[config.mk]
export PLATFORM = sky130hd
export DESIGN_NAME = spi_segment_rx_flat
export DESIGN_NICKNAME = d
export VERILOG_FILES = /design/src/rtl/spi_segment_rx_pkg.sv /design/src/rtl/spi_segment_rx_if.sv /design/src/rtl/spi_segment_rx_sync_edge.sv /design/src/rtl/spi_segment_rx.sv /design/src/flat_wrapper.sv
export SDC_FILE = /design/constraint.sdc
export NUM_CORES = 1
export LEC_CHECK = 0
export BUFFER_PORTS_ARGS = -buffer_cell sky130_fd_sc_hd__buf_2
export CORE_ASPECT_RATIO = 1.5
export CORE_MARGIN = 1
export CORE_UTILIZATION = 64
export DETAILED_ROUTE_END_ITERATION = 12
export GPL_ROUTABILITY_DRIVEN = 0
export MAX_ROUTING_LAYER = met4
export PLACE_DENSITY = 0.84
export SLEW_MARGIN = 20
export SYNTH_ARGS = -nofsm -noshare
export SYNTH_HDL_FRONTEND = slang
export SYNTH_HIERARCHICAL = 1
export SYNTH_SLANG_ARGS = --single-unit
[constraint.sdc]
create_clock -name clk -period 5 [get_ports clk]
set_input_delay 0.25 -clock clk [delete_from_list [all_inputs] [get_ports clk]]
set_output_delay 0.25 -clock clk [all_outputs]
set_load 0.005 [all_outputs]
[src/rtl/spi_segment_rx_pkg.sv]
// -----------------------------------------------------------------------------
// spi_seg_pkg
// Shared constants and helpers for the SPI segment receiver.
//   FRAME_BITS      : bits per SPI frame (RW + 7-bit ADDR + 8-bit DATA)
//   ADDR_SEG/CTRL   : register addresses of the segment and control registers
//   CTRL_*_BIT      : control register bit positions
//   SEG_BLANK       : segment pattern for a blanked, non-inverted display
//   frame_phase_e   : receiver phase derived from CS_N and the bit counter
//   seg_drive()     : maps segment + control registers to the segment bus
// -----------------------------------------------------------------------------
package spi_seg_pkg;

  localparam int FRAME_BITS = 16;
  localparam int CNT_W      = 5;

  localparam logic [6:0] ADDR_SEG  = 7'h00;
  localparam logic [6:0] ADDR_CTRL = 7'h01;

  localparam int CTRL_EN_BIT  = 0;
  localparam int CTRL_INV_BIT = 1;

  localparam logic [7:0] SEG_BLANK = 8'h00;

  // Bit counter landmarks: value held before the bit is taken.
  localparam logic [CNT_W-1:0] CNT_HDR_LAST = CNT_W'(7);   // 8th bit completes RW+ADDR
  localparam logic [CNT_W-1:0] CNT_LAST     = CNT_W'(FRAME_BITS - 1);
  localparam logic [CNT_W-1:0] CNT_FULL     = CNT_W'(FRAME_BITS);
  // First falling edge that advances readback data (falls after rises 9..15).
  localparam logic [CNT_W-1:0] CNT_TX_FIRST = CNT_W'(9);

  typedef enum logic [1:0] {
    PH_IDLE  = 2'd0,  // CS_N high or frame not armed
    PH_SHIFT = 2'd1,  // 0..15 bits received
    PH_DONE  = 2'd2   // 16 bits received, further edges ignored
  } frame_phase_e;

  // Enabled: pattern, optionally inverted. Disabled: blank at the chosen polarity.
  function automatic logic [7:0] seg_drive(input logic [7:0] seg, input logic [7:0] ctrl);
    logic [7:0] pol;
    pol = {8{ctrl[CTRL_INV_BIT]}};
    if (ctrl[CTRL_EN_BIT]) begin
      return seg ^ pol;
    end
    return SEG_BLANK ^ pol;
  endfunction

endpackage

[src/rtl/spi_segment_rx_if.sv]
// -----------------------------------------------------------------------------
// spi_segment_rx_if
// Bundles the SPI pins and the decoded outputs of the segment receiver.
//   spi_sclk/spi_cs_n/spi_mosi : SPI master -> receiver (asynchronous)
//   spi_miso/spi_miso_oe       : readback data and its output enable
//   seg_out                    : registered segment drive {dp,g,f,e,d,c,b,a}
//   frame_valid/frame_err      : one-clock status pulses
// Modports: master = SPI host side, slave = receiver side.
// -----------------------------------------------------------------------------
interface spi_segment_rx_if;

  logic       spi_sclk;
  logic       spi_cs_n;
  logic       spi_mosi;
  logic       spi_miso;
  logic       spi_miso_oe;
  logic [7:0] seg_out;
  logic       frame_valid;
  logic       frame_err;

  modport master (
    output spi_sclk, spi_cs_n, spi_mosi,
    input  spi_miso, spi_miso_oe, seg_out, frame_valid, frame_err
  );

  modport slave (
    input  spi_sclk, spi_cs_n, spi_mosi,
    output spi_miso, spi_miso_oe, seg_out, frame_valid, frame_err
  );

endinterface

[src/rtl/spi_segment_rx_sync_edge.sv]
// -----------------------------------------------------------------------------
// spi_sync_edge
// Multi-flop synchroniser for one asynchronous input plus edge detection.
//   clk      in  system clock
//   rst_n    in  synchronous active-low reset (chain clears to 0)
//   i_async  in  asynchronous input
//   o_sync   out synchronised level (SYNC_STAGES clocks of latency)
//   o_rise   out 1 in the first cycle o_sync is high
//   o_fall   out 1 in the first cycle o_sync is low
// SYNC_STAGES must be at least 2.
// -----------------------------------------------------------------------------
module spi_sync_edge #(
  parameter int SYNC_STAGES = 2
) (
  input  logic clk,
  input  logic rst_n,
  input  logic i_async,
  output logic o_sync,
  output logic o_rise,
  output logic o_fall
);

  logic [SYNC_STAGES-1:0] r_sync;
  logic [SYNC_STAGES-1:0] w_sync_next;
  logic                   r_dly;

  genvar gi;
  generate
    for (gi = 0; gi < SYNC_STAGES; gi++) begin : g_stage
      if (gi == 0) begin : g_first
        assign w_sync_next[gi] = i_async;
      end else begin : g_rest
        assign w_sync_next[gi] = r_sync[gi-1];
      end
    end
  endgenerate

  // Chain clears to 0: after reset a low input produces no edge, so a CS_N
  // already held low is never mistaken for the start of a new frame.
  always_ff @(posedge clk) begin
    if (!rst_n) begin
      r_sync <= '0;
      r_dly  <= 1'b0;
    end else begin
      r_sync <= w_sync_next;
      r_dly  <= r_sync[SYNC_STAGES-1];
    end
  end

  assign o_sync = r_sync[SYNC_STAGES-1];
  assign o_rise = o_sync & ~r_dly;
  assign o_fall = ~o_sync & r_dly;

endmodule

[src/rtl/spi_segment_rx.sv]
// -----------------------------------------------------------------------------
// spi_segment_rx
// SPI mode-0 slave that decodes 16-bit frames {RW, ADDR[6:0], DATA[7:0]} into
// a segment register (ADDR 0) and a control register (ADDR 1), drives a
// registered segment bus and returns register contents on MISO for reads.
//   clk    in  system clock, at least 8x SCLK
//   rst_n  in  synchronous active-low reset
//   bus    slave modport of spi_segment_rx_if (SPI pins, seg_out, pulses)
// Parameters: SYNC_STAGES (>=2), SEG_RST, CTRL_RST register reset values.
// -----------------------------------------------------------------------------
module spi_segment_rx
  import spi_seg_pkg::*;
#(
  parameter int         SYNC_STAGES = 2,
  parameter logic [7:0] SEG_RST     = 8'h00,
  parameter logic [7:0] CTRL_RST    = 8'h01
) (
  input  logic            clk,
  input  logic            rst_n,
  spi_segment_rx_if.slave bus
);

  // ---------------------------------------------------------------------------
  // Input synchronisation
  // ---------------------------------------------------------------------------
  logic w_sclk_sync, w_sclk_rise, w_sclk_fall;
  logic w_cs_sync, w_cs_rise, w_cs_fall;
  logic w_unused_sclk_level;

  spi_sync_edge #(.SYNC_STAGES(SYNC_STAGES)) u_sclk_sync (
    .clk    (clk),
    .rst_n  (rst_n),
    .i_async(bus.spi_sclk),
    .o_sync (w_sclk_sync),
    .o_rise (w_sclk_rise),
    .o_fall (w_sclk_fall)
  );

  spi_sync_edge #(.SYNC_STAGES(SYNC_STAGES)) u_cs_sync (
    .clk    (clk),
    .rst_n  (rst_n),
    .i_async(bus.spi_cs_n),
    .o_sync (w_cs_sync),
    .o_rise (w_cs_rise),
    .o_fall (w_cs_fall)
  );

  // Only SCLK edges matter; its level is not used.
  assign w_unused_sclk_level = w_sclk_sync;

  // MOSI takes the same number of stages as SCLK, so when a rising edge is
  // flagged the MOSI sample beside it is the bit the master set up for it.
  logic [SYNC_STAGES-1:0] r_mosi_sync;
  logic [SYNC_STAGES-1:0] w_mosi_next;
  logic                   w_mosi;

  genvar gi;
  generate
    for (gi = 0; gi < SYNC_STAGES; gi++) begin : g_mosi
      if (gi == 0) begin : g_first
        assign w_mosi_next[gi] = bus.spi_mosi;
      end else begin : g_rest
        assign w_mosi_next[gi] = r_mosi_sync[gi-1];
      end
    end
  endgenerate

  always_ff @(posedge clk) begin
    if (!rst_n) begin
      r_mosi_sync <= '0;
    end else begin
      r_mosi_sync <= w_mosi_next;
    end
  end

  assign w_mosi = r_mosi_sync[SYNC_STAGES-1];

  // ---------------------------------------------------------------------------
  // Receiver state
  // ---------------------------------------------------------------------------
  logic [CNT_W-1:0] r_bit_cnt;
  logic [15:0]      r_shift;
  logic             r_in_frame;     // armed by a CS_N fall seen since reset
  logic             r_load_pend;    // header complete, load readback next cycle
  logic             r_commit_pend;  // 16 bits complete, commit next cycle
  logic [7:0]       r_seg;
  logic [7:0]       r_ctrl;
  logic [6:0]       r_tx;           // remaining readback bits, MSB next
  logic             r_miso;
  logic             r_miso_oe;
  logic [7:0]       r_seg_out;
  logic             r_frame_valid;
  logic             r_frame_err;

  frame_phase_e w_phase;
  logic         w_bit_take;
  logic         w_tx_shift;
  logic         w_short_frame;
  logic [7:0]   w_rd_data;

  // Header view while bits 8..15 are still arriving: shift[7:0] = {RW, ADDR}.
  logic       w_hdr_rw;
  logic [6:0] w_hdr_addr;
  // Full-frame view once 16 bits are in.
  logic       w_frm_rw;
  logic [6:0] w_frm_addr;
  logic [7:0] w_frm_data;

  assign w_hdr_rw   = r_shift[7];
  assign w_hdr_addr = r_shift[6:0];
  assign w_frm_rw   = r_shift[15];
  assign w_frm_addr = r_shift[14:8];
  assign w_frm_data = r_shift[7:0];

  always_comb begin
    w_phase = PH_IDLE;
    if (r_in_frame) begin
      w_phase = (r_bit_cnt == CNT_FULL) ? PH_DONE : PH_SHIFT;
    end
  end

  // A CS_N edge in the same cycle overrides any SCLK edge, so a 16th rise
  // coinciding with CS_N rising never commits.
  assign w_bit_take    = w_sclk_rise && (w_phase == PH_SHIFT) && !w_cs_rise && !w_cs_fall;
  assign w_tx_shift    = w_sclk_fall && (w_phase == PH_SHIFT) && (r_bit_cnt >= CNT_TX_FIRST);
  assign w_short_frame = w_cs_rise && (w_phase == PH_SHIFT) && (r_bit_cnt != '0);

  always_comb begin
    w_rd_data = 8'h00;
    case (w_hdr_addr)
      ADDR_SEG:  w_rd_data = r_seg;
      ADDR_CTRL: w_rd_data = r_ctrl;
      default:   w_rd_data = 8'h00;
    endcase
  end

  always_ff @(posedge clk) begin
    if (!rst_n) begin
      r_bit_cnt     <= '0;
      r_shift       <= '0;
      r_in_frame    <= 1'b0;
      r_load_pend   <= 1'b0;
      r_commit_pend <= 1'b0;
      r_seg         <= SEG_RST;
      r_ctrl        <= CTRL_RST;
      r_tx          <= '0;
      r_miso        <= 1'b0;
      r_miso_oe     <= 1'b0;
      r_seg_out     <= 8'h00;
      r_frame_valid <= 1'b0;
      r_frame_err   <= 1'b0;
    end else begin
      r_frame_valid <= 1'b0;
      r_frame_err   <= 1'b0;
      r_load_pend   <= 1'b0;
      r_commit_pend <= 1'b0;

      if (w_cs_fall) begin
        r_in_frame <= 1'b1;
        r_bit_cnt  <= '0;
        r_shift    <= '0;
        r_tx       <= '0;
        r_miso     <= 1'b0;
      end else if (w_cs_rise) begin
        r_in_frame  <= 1'b0;
        r_bit_cnt   <= '0;
        r_miso      <= 1'b0;
        r_frame_err <= w_short_frame;
      end else begin
        if (w_bit_take) begin
          r_shift       <= {r_shift[14:0], w_mosi};
          r_bit_cnt     <= r_bit_cnt + 1'b1;
          r_load_pend   <= (r_bit_cnt == CNT_HDR_LAST);
          r_commit_pend <= (r_bit_cnt == CNT_LAST);
        end
        if (r_load_pend) begin
          if (w_hdr_rw) begin
            r_tx   <= w_rd_data[6:0];
            r_miso <= w_rd_data[7];
          end
        end else if (w_tx_shift) begin
          r_tx   <= {r_tx[5:0], 1'b0};
          r_miso <= r_tx[6];
        end
      end

      // The frame is already complete here, so a CS_N rise in this cycle
      // does not cancel it.
      if (r_commit_pend) begin
        r_frame_valid <= 1'b1;
        if (!w_frm_rw) begin
          case (w_frm_addr)
            ADDR_SEG:  r_seg  <= w_frm_data;
            ADDR_CTRL: r_ctrl <= w_frm_data;
            default:   ;
          endcase
        end
      end

      r_miso_oe <= !w_cs_sync && (r_in_frame || w_cs_fall);
      r_seg_out <= seg_drive(r_seg, r_ctrl);
    end
  end

  assign bus.spi_miso    = r_miso;
  assign bus.spi_miso_oe = r_miso_oe;
  assign bus.seg_out     = r_seg_out;
  assign bus.frame_valid = r_frame_valid;
  assign bus.frame_err   = r_frame_err;

endmodule
[src/flat_wrapper.sv]
// flat-port wrapper written by rule: the top's interface ports become plain ports
module spi_segment_rx_flat import spi_seg_pkg::*;
#(
  parameter int         SYNC_STAGES = 2,
  parameter logic [7:0] SEG_RST     = 8'h00,
  parameter logic [7:0] CTRL_RST    = 8'h01
)
  (clk, rst_n, bus_spi_sclk, bus_spi_cs_n, bus_spi_mosi, bus_spi_miso, bus_spi_miso_oe, bus_seg_out, bus_frame_valid, bus_frame_err);
  spi_segment_rx_if bus_i ();
  input  logic clk;
  input  logic rst_n;
  input wire logic [$bits(bus_i.spi_sclk)-1:0] bus_spi_sclk;
  input wire logic [$bits(bus_i.spi_cs_n)-1:0] bus_spi_cs_n;
  input wire logic [$bits(bus_i.spi_mosi)-1:0] bus_spi_mosi;
  output wire logic [$bits(bus_i.spi_miso)-1:0] bus_spi_miso;
  output wire logic [$bits(bus_i.spi_miso_oe)-1:0] bus_spi_miso_oe;
  output wire logic [$bits(bus_i.seg_out)-1:0] bus_seg_out;
  output wire logic [$bits(bus_i.frame_valid)-1:0] bus_frame_valid;
  output wire logic [$bits(bus_i.frame_err)-1:0] bus_frame_err;
  assign bus_i.spi_sclk = bus_spi_sclk;
  assign bus_i.spi_cs_n = bus_spi_cs_n;
  assign bus_i.spi_mosi = bus_spi_mosi;
  assign bus_spi_miso = bus_i.spi_miso;
  assign bus_spi_miso_oe = bus_i.spi_miso_oe;
  assign bus_seg_out = bus_i.seg_out;
  assign bus_frame_valid = bus_i.frame_valid;
  assign bus_frame_err = bus_i.frame_err;
  spi_segment_rx #(.SYNC_STAGES(SYNC_STAGES), .SEG_RST(SEG_RST), .CTRL_RST(CTRL_RST)) u_core (.clk(clk), .rst_n(rst_n), .bus(bus_i));
endmodule
# After elaboration in Yosys (flattened, before gate mapping)

Index checks and enable logic that the tools add are counted.

Register bits after elaboration: 67
Bits of input ports: 5
Word-level logic and storage cells: 82
Output and inout bits: 12

Equality and inequality tests: 7
Bitwise gates (word level): 13
Magnitude comparators: 1
Reduce and logical (&&, ||, !) cells: 26
Add/subtract/negate cells: 1
Muxes and demuxes: 16

Operators with widths:

| operator                                             | count |
|---|---|
| 2-to-1 mux 7 bit                                     | 3 |
| 2-to-1 mux 8 bit                                     | 2 |
| one-hot mux 8 bit (2 select lines)                   | 1 |
| equality test 7 x 1 -> 1 bit (second input constant) | 2 |
| logical NOT 7 bit                                    | 2 |
| AND reduction 3 bit                                  | 3 |
| logical AND 1 bit                                    | 8 |
| 2-to-1 mux 1 bit                                     | 8 |
| inverter 1 bit                                       | 8 |
| XOR 8 bit                                            | 1 |
| OR reduction 3 bit                                   | 2 |
| adder 5 x 1 -> 5 bit (second input constant)         | 1 |
| equality test 5 x 3 -> 1 bit (second input constant) | 1 |
| equality test 5 x 4 -> 1 bit (second input constant) | 1 |
| equality test 5 bit (second input constant)          | 1 |
| >= comparator 5 x 4 -> 1 bit (second input constant) | 1 |
| nonzero test 5 bit                                   | 1 |
| bitwise AND 1 bit                                    | 4 |
| 2-to-1 mux 2 bit                                     | 2 |
| AND reduction 2 bit                                  | 2 |
| nonzero test 2 bit                                   | 2 |
| OR reduction 4 bit                                   | 1 |
| logical NOT 1 bit                                    | 3 |
| equality test 2 x 1 -> 1 bit (second input constant) | 1 |
| 3 further kinds                                      | 3 |

# Logic depth before layout (Yosys ltp)

Gate-level depths: netlist (run 1).

Depth in word-level cells: 9
Gate-level depth with buffers: 7

# By module

Netlist (run 1), hierarchy kept.

By module, submodules not included:

| module         | cells each | instances | area an instance (um^2) |
|---|---|---|---|
| spi_segment_rx | 281        | 1         | 2577.5 |
| spi_sync_edge  | 8          | 2         | 91.3 |

# Worst setup path after synthesis (run 1)

OpenSTA, ideal clock, no wires.

Path type: register to register
Start: register u_core.r_shift[9]
End: register u_core.r_ctrl[1]
Stages on the path, launching flop included: 6
Setup slack: 3324 ps
Data arrival time: 1548 ps
Library setup time: 128 ps
Path through: dfxtp_1 -> or4_4 -> or3_1 -> buf_4 -> mux2i_1 -> nor2_1

Word-level cells in the longest chain between the ends: 2

RTL lines:

| item                          | RTL line              | RTL |
|---|---|---|
| from (decl)                   | spi_segment_rx.sv:82  | `logic [15:0] r_shift;` |
| from (signal assigned)        | spi_segment_rx.sv:171 | `r_shift <= {r_shift[14:0], w_mosi};` |
| equality test 7 x 1 -> 1 bit  | spi_segment_rx.sv:192 | `case (w_frm_addr)` |
| AND reduction 3 bit (no line) | --                    |  |
| to (signal assigned)          | spi_segment_rx.sv:194 | `ADDR_CTRL: r_ctrl <= w_frm_data;` |
| to (decl)                     | spi_segment_rx.sv:87  | `logic [7:0] r_ctrl;` |

No other way between the ends.
A chain may end at the register's enable or synchronous reset.

# Final worst setup path (run 1)

Start: register u_core.u_cs_sync.r_sync[1]
End: register u_core.r_shift[11]

Word-level cells in the longest chain between the ends: 5
Elaborated cells between the ends (all ways): 10

RTL lines:

| item                            | RTL line                       | RTL |
|---|---|---|
| from (decl)                     | spi_segment_rx_sync_edge.sv:23 | `logic [SYNC_STAGES-1:0] r_sync;` |
| from (signal assigned)          | spi_segment_rx_sync_edge.sv:45 | `r_sync <= w_sync_next;` |
| bitwise AND 1 bit *             | spi_segment_rx_sync_edge.sv:51 | `assign o_rise = o_sync & ~r_dly;` |
| via u_core.w_cs_rise            | spi_segment_rx.sv:27           | `logic w_cs_sync, w_cs_rise, w_cs_fall;` |
| logical NOT 1 bit               | spi_segment_rx.sv:124          | `assign w_bit_take = w_sclk_rise && (w_phase == PH_SHIFT) && !w_cs_rise && !w_cs_fall;` |
| logical AND 1 bit (2 in a row)  | spi_segment_rx.sv:124          |  |
| AND reduction 2 bit (no line) * | --                             |  |

Mark *: on every way through the listed nets, which the timed path passes. The rest lies on a longest branch.

==> results of run 1 <==
cells in the final DEF, fill, tap and decap left out, types with 2 or more instances in the layout:
master	n
dfxtp_1	67
nand2_1	48
nor2_1	32
mux2i_1	25
a21oi_1	19
buf_2	16
inv_1	12
and2_1	11
clkbuf_8	10
xor2_1	10
o32ai_1	7
nor4_1	6
a211oi_2	6
nor3_1	4
ha_1	4
nor2b_1	4
clkinv_2	3
nand3_1	3
or3_1	3
and3_1	2
or4b_1	2
a211oi_1	2
state kept, by name, summed over array words and instances, names as in the netlist, 2 cells and up:
| register | count |
|---|---|
| u_core/r_bit_cnt | 5 |
| u_core/r_mosi_sync | 2 |
| u_core/bus.seg_out | 8 |
| u_core/r_ctrl | 8 |
| u_core/u_cs_sync/r_sync | 2 |
| u_core/r_shift | 16 |
| u_core/r_seg | 8 |
| u_core/r_tx | 7 |
| u_core/u_sclk_sync/r_sync | 2 |
worst max-delay path, cell delays in order (launching register included):
cell and delay, ns:
dfxtp_1 0.38, nor2b_1 0.50, and4bb_2 0.34, nand2_1 0.47, nand2_1 0.13, a21oi_1 0.16
synth_stat cells, drive strengths merged:
| master | instances |
|---|---|
| dfxtp | 67 |
| nand2 | 48 |
| nor2 | 32 |
| mux2i | 25 |
| a21oi | 19 |
| inv | 13 |
| and2 | 11 |
| xor2 | 10 |
| clkbuf | 9 |
| a211oi | 8 |
| buf | 7 |
| o32ai | 7 |
| nor4 | 6 |
| nor3 | 5 |
| ha | 4 |
| nor2b | 4 |
| nand3 | 3 |
| or3 | 3 |
| and3 | 2 |
| or4 | 2 |
| or4b | 2 |
| and4bb | 1 |
| clkdlybuf4s15 | 1 |
| nand2b | 1 |
| nand4 | 1 |
| nand4bb | 1 |
| nor3b | 1 |
| o21bai | 1 |
| o2bb2ai | 1 |
| o31a | 1 |
| xnor2 | 1 |
cells by family after synthesis:
family	Yosys count
AND/OR/NAND/NOR	123
flip-flops	67
AO/OA/AOI/OAI	37
buffers and inverters	30
multiplexers	25
XOR/XNOR	11
adder cells (fa/ha/maj)	4
per-stage QoR:
stage          std cells  total power, mW  instance area (sq um)
2_1_floorplan        297            0.563                   2760
3_3_place_gp         341            0.568                   2800
3_5_place_dp         341            0.569                   2800
4_1_cts              357             1.00                   2990
5_1_grt              357             1.02                   2990
6_report             357            0.994                   2990
worst paths after layout:
check,slack [ns],to,startpoint
setup / recovery,2.94,u_core/r_shift[11],u_core/u_cs_sync/r_sync[1]
hold / removal,0.11,u_core/u_sclk_sync/r_sync[0],bus_spi_sclk
hold reg to reg,0.43,u_core/r_mosi_sync[1],u_core/r_mosi_sync[0]
setup reg to reg,2.94,u_core/r_shift[11],u_core/u_cs_sync/r_sync[1]
area by class of cell:
| class | instances | area, sq um | share of cell area, % |
|---|---|---|---|
| inverters | 13 | 48.8 | 1.63 |
| clock buffers | 11 | 141 | 4.73 |
| well taps | 45 | 56.3 | 1.88 |
| clock inverters | 5 | 52.6 | 1.76 |
| multi-input cells | 200 | 1270 | 42.5 |
| flip-flops and latches | 67 | 1340 | 44.8 |
| repair buffers | 16 | 80.1 | 2.68 |
routing by layer:
layer	wire (um)	up-vias	track usage [%]	share of wire, %
met2	2680	47	43.6	51
met5	0	-	-	0
met4	221	0	24.8	4.2
met3	128	17	4.98	2.4
met1	2260	936	26.4	43
li1	-	1024	-	-
power breakdown:
part / internal, mW / switching (mW)
registers: 0.537 / 0.00153
clock network: 0.241 / 0.196
logic: 0.00454 / 0.0138
==> flow_summary.json, run 1 <==
{
  "ir_drop_mv": 0.272,
  "design.die.area_sq_um": 4580,
  "dr.pass1.iters": 4,
  "synth_simple_gate_area_share_pct": 21.6,
  "cts.repair.resized": 0,
  "die_h_um": 82.4,
  "syn_area_sq_um": 2760,
  "start_util_pct": 68.5,
  "io_buffers": 16,
  "synth_compound_area_share_pct": 10.1,
  "min_period_ns": 2.06,
  "wirelength_um": 5290,
  "grt_pass1_vias": 1875,
  "grt.total_usage_pct": 26.4,
  "wl_per_cell_um": 14.8,
  "ant_nets": 0,
  "cts_made_buffers": 9,
  "dp_hpwl_um": 3600,
  "critPathMaxFanout": 18,
  "clock_skew_ns": 0.00589,
  "muxShareOfSynthArea_pct": 9.07,
  "setup_tns_ns": 0,
  "cts_tree": "built",
  "vias": 2024,
  "relSlewSlack_pct": 34.5,
  "drv_cap": 0,
  "ys_seq_area_share_pct": 48.6,
  "clk_latency_ns": 0.34,
  "hold_violations": 0,
  "n_antenna_cell": 0,
  "nets": 316,
  "syn_avg_cell_area_sq_um": 9.29,
  "synth.ff_latch_count": 67,
  "clockRootBuffer": "clkbuf_8",
  "viasPerCell": 5.67,
  "post_cts_buffers": 0,
  "yosys.area.top_type_share_pct": 48.6,
  "synth_top_family_by_area": "simple AND/OR/NAND/NOR gates",
  "ys_warn_count": 6,
  "hold_class": "primary input to flop",
  "fin_crit_sh_pct": 41.2,
  "grt_setup_unrepaired": "no",
  "endpoint_kind": "flop",
  "grt_overflow": 0,
  "rows": 28,
  "grt_pass1_wl_um": 8590,
  "rr_worst_depth": 5,
  "whs_path_depth": 2,
  "die_w_um": 55.6,
  "hold_buffers": 0,
  "power_per_cell_area_nw_per_um2": 332,
  "synthCells": 297,
  "setup_viol": 0,
  "layout_setup_ws_ns": 2.94,
  "clk_pin_slew_ns": 0.07,
  "fmax_mhz": 486,
  "whs_ns": 0.113,
  "synth_area_leaders": "dfxtp_1 49%, mux2i_1 9.1%, nand2_1 6.5%",
  "utilization_pct": 74.3,
  "start_kind": "flop",
  "ioPinCount": 17,
  "synthAdderAreaFrac_pct": 1.81,
  "grt_max_degree": 28,
  "maxSlewViolCount": 0,
  "core_area_sq_um": 4030,
  "syn_nets": 306,
  "synth_top_area_cell": "dfxtp_1",
  "n_fill_cell": 292,
  "clk_path_buf_depth": 2,
  "synth_xor_area_share_pct": 3.49,
  "arrival_ns": 2.31,
  "required_ns": 5.25,
  "area_growth_pct": 8.39,
  "worstMarginPinSlew_ns": 0.983,
  "place_ws_ns": 3.03,
  "layout-drive-gt1-share_pct": 13.5,
  "clock_sinks": 67,
  "crit_type": "flop to flop",
  "antenna_found_initial": 0,
  "outcome": "completed",
  "cts_htree_levels": 3,
  "drc": 0,
  "synth.distinct_cells": 38,
  "p_leak_nw": 1.11,
  "drt-initial-drc-count": 50
}
Note: power is estimated with default switching activity, not from simulation.
==> run 2: changes to the inputs <==
--- a/config.mk
+++ b/config.mk
@@ -8,11 +8,11 @@
 export BUFFER_PORTS_ARGS = -buffer_cell sky130_fd_sc_hd__buf_2
 export CORE_ASPECT_RATIO = 1.5
 export CORE_MARGIN = 1
-export CORE_UTILIZATION = 64
+export CORE_UTILIZATION = 59
 export DETAILED_ROUTE_END_ITERATION = 12
 export GPL_ROUTABILITY_DRIVEN = 0
 export MAX_ROUTING_LAYER = met4
-export PLACE_DENSITY = 0.84
+export PLACE_DENSITY = 0.79
 export SLEW_MARGIN = 20
 export SYNTH_ARGS = -nofsm -noshare
 export SYNTH_HDL_FRONTEND = slang
==> constraint.sdc (replaced) <==
create_clock -name clk -period 1.9 [get_ports clk]
set_input_delay 0.095 -clock clk [delete_from_list [all_inputs] [get_ports clk]]
set_output_delay 0.095 -clock clk [all_outputs]
set_load 0.005 [all_outputs]
==> flow_summary.json, run 2 (synthesized netlist as in run 1, its figures left out) <==
{
  "outcome": "completed",
  "hold_violations": 0,
  "area_growth_pct": 17.3,
  "drv_cap": 0,
  "critPathMaxFanout": 8,
  "ir_drop_mv": 0.519,
  "busiest_layer": "met2",
  "worstMarginPinSlew_ns": 0.496,
  "die_h_um": 85.8,
  "nets": 336,
  "antenna_found_initial": 0,
  "final_common_cell": "dfxtp_1",
  "dr.pass1.iters": 4,
  "wirelength_um": 5500,
  "final_cell_mix": "67 x dfxtp_1, 48 x nand2_1, 32 x nor2_1, 25 x mux2i_1, 19 x a21oi_1",
  "utilization_pct": 71.9,
  "clk_latency_ns": 0.34,
  "grt_max_degree": 28,
  "n_antenna_cell": 0,
  "dp_hpwl_um": 3730,
  "maxSlewViolCount": 0,
  "vias": 2166,
  "layout-drive-gt1-share_pct": 18.1,
  "relSlewSlack_pct": 66.9,
  "grt_use_met3_pct": 3.32,
  "power_mw": 2.90,
  "cts_made_buffers": 9,
  "n_fill_cell": 345,
  "die_w_um": 57.8,
  "top_register": "u_core/r_shift",
  "ant_nets": 0,
  "multi_input_area_sq_um": 1280,
  "post_cts_buffers": 0,
  "core_area_sq_um": 4500,
  "clk_pin_slew_ns": 0.07,
  "fin_crit_sh_pct": 92.3,
  "arrival_ns": 2.03,
  "grt_pass1_vias": 2084,
  "clock_sinks": 67,
  "required_ns": 2.17,
  "io_buffers": 16,
  "setup_viol": 0,
  "drc": 0,
  "ioPinCount": 17,
  "design.die.area_sq_um": 4960,
  "grt_pass1_wl_um": 9320,
  "grt_overflow": 0,
  "wl_per_cell_um": 14.5,
  "grt.total_usage_pct": 25.5,
  "start_kind": "flop",
  "start_util_pct": 61.3,
  "hold_class": "primary input to flop",
  "endpoint_kind": "flop",
  "clock_skew_ns": 0.00836,
  "clk_path_buf_depth": 2,
  "setup_tns_ns": 0,
  "seqCellArea_sq_um": 1340,
  "power_per_cell_area_nw_per_um2": 895,
  "rows": 30,
  "p_leak_nw": 1.24,
  "met1_usage_pct": 25.7,
  "cts_htree_levels": 3,
  "viasPerCell": 5.70,
  "met2_usage_pct": 45.4,
  "drt-initial-drc-count": 106,
  "grt_setup_unrepaired": "no",
  "largest_register_ff_count": 16,
  "clockRootBuffer": "clkbuf_8",
  "min_period_ns": 1.75,
  "crit_type": "flop to flop",
  "cts_tree": "built",
  "fmax_mhz": 570
}
run 2: cell count changes in the layout (fill, tap and decap cells not counted), sizes merged:
cell         before  now
bufinv            1    3
dlygate4sd3       0    3
clkinv            3    0
buf              16   33
clkbuf           11   12
run 2: final cells by class:
type	instances	area share, %
Inverter	13	1.51
Tap cell	48	1.86
Clock inverter	4	3.02
Timing Repair Buffer	36	8.12
Multi-Input combinational cell	200	39.6
Clock buffer	12	4.48
Sequential cell	67	41.4
run 2: metrics by stage:
| step | instance area (sq um) | instances | hold slack [ns] | worst slack, ns |
|---|---|---|---|---|
| floorplan | 2760 | 297 | 0.157 | 0.224 |
| global placement | 2950 | 361 | 0.299 | 0.0769 |
| detailed placement | 2950 | 361 | 0.301 | 0.0440 |
| CTS | 3230 | 380 | 0.0235 | 0.0365 |
| global route | 3240 | 380 | 0.0679 | 0.0620 |
| finish | 3240 | 380 | 0.0352 | 0.147 |
run 2: worst paths after layout:
| check | end | slack (ns) | cells past startpoint | start |
|---|---|---|---|---|
| worst max register to register | u_core/r_tx[0] | 0.15 | 3 | u_core/r_shift[4] |
| worst min-delay path | u_core/r_ctrl[0] | 0.04 | 2 | rst_n |
| worst min register to register | u_core/r_shift[0] | 0.44 | 2 | u_core/r_mosi_sync[1] |
| worst max-delay path | u_core/r_tx[0] | 0.15 | 3 | u_core/r_shift[4] |
run 2: repair_timing:
item	in CTS	in global routing
resized for setup	0	2
endpoints found under the setup margin	0	9
hold endpoints to repair	3	0
hold buffers	3	0
run 2: layer usage:
metal | vias up | part of all wire (%)
li1 | 1068 | -
met2 | 52 | 53
met4 | 0 | 2.8
met1 | 1029 | 41
met3 | 17 | 3.0
met5 | - | 0
run 2: critical path: stages, from the launching register on:
cell and delay [ns]:
dfxtp_1 0.32, or4b_1 0.67, or4_1 0.56, mux2i_1 0.13
run 2: where the power goes:
part           total (mW)  leakage, nW  switching [mW]  internal, mW
registers            1.42        0.541         0.00378          1.41
clock network        1.42        0.117           0.514         0.909
logic              0.0586        0.580          0.0384        0.0202
total                2.90         1.24           0.556          2.34
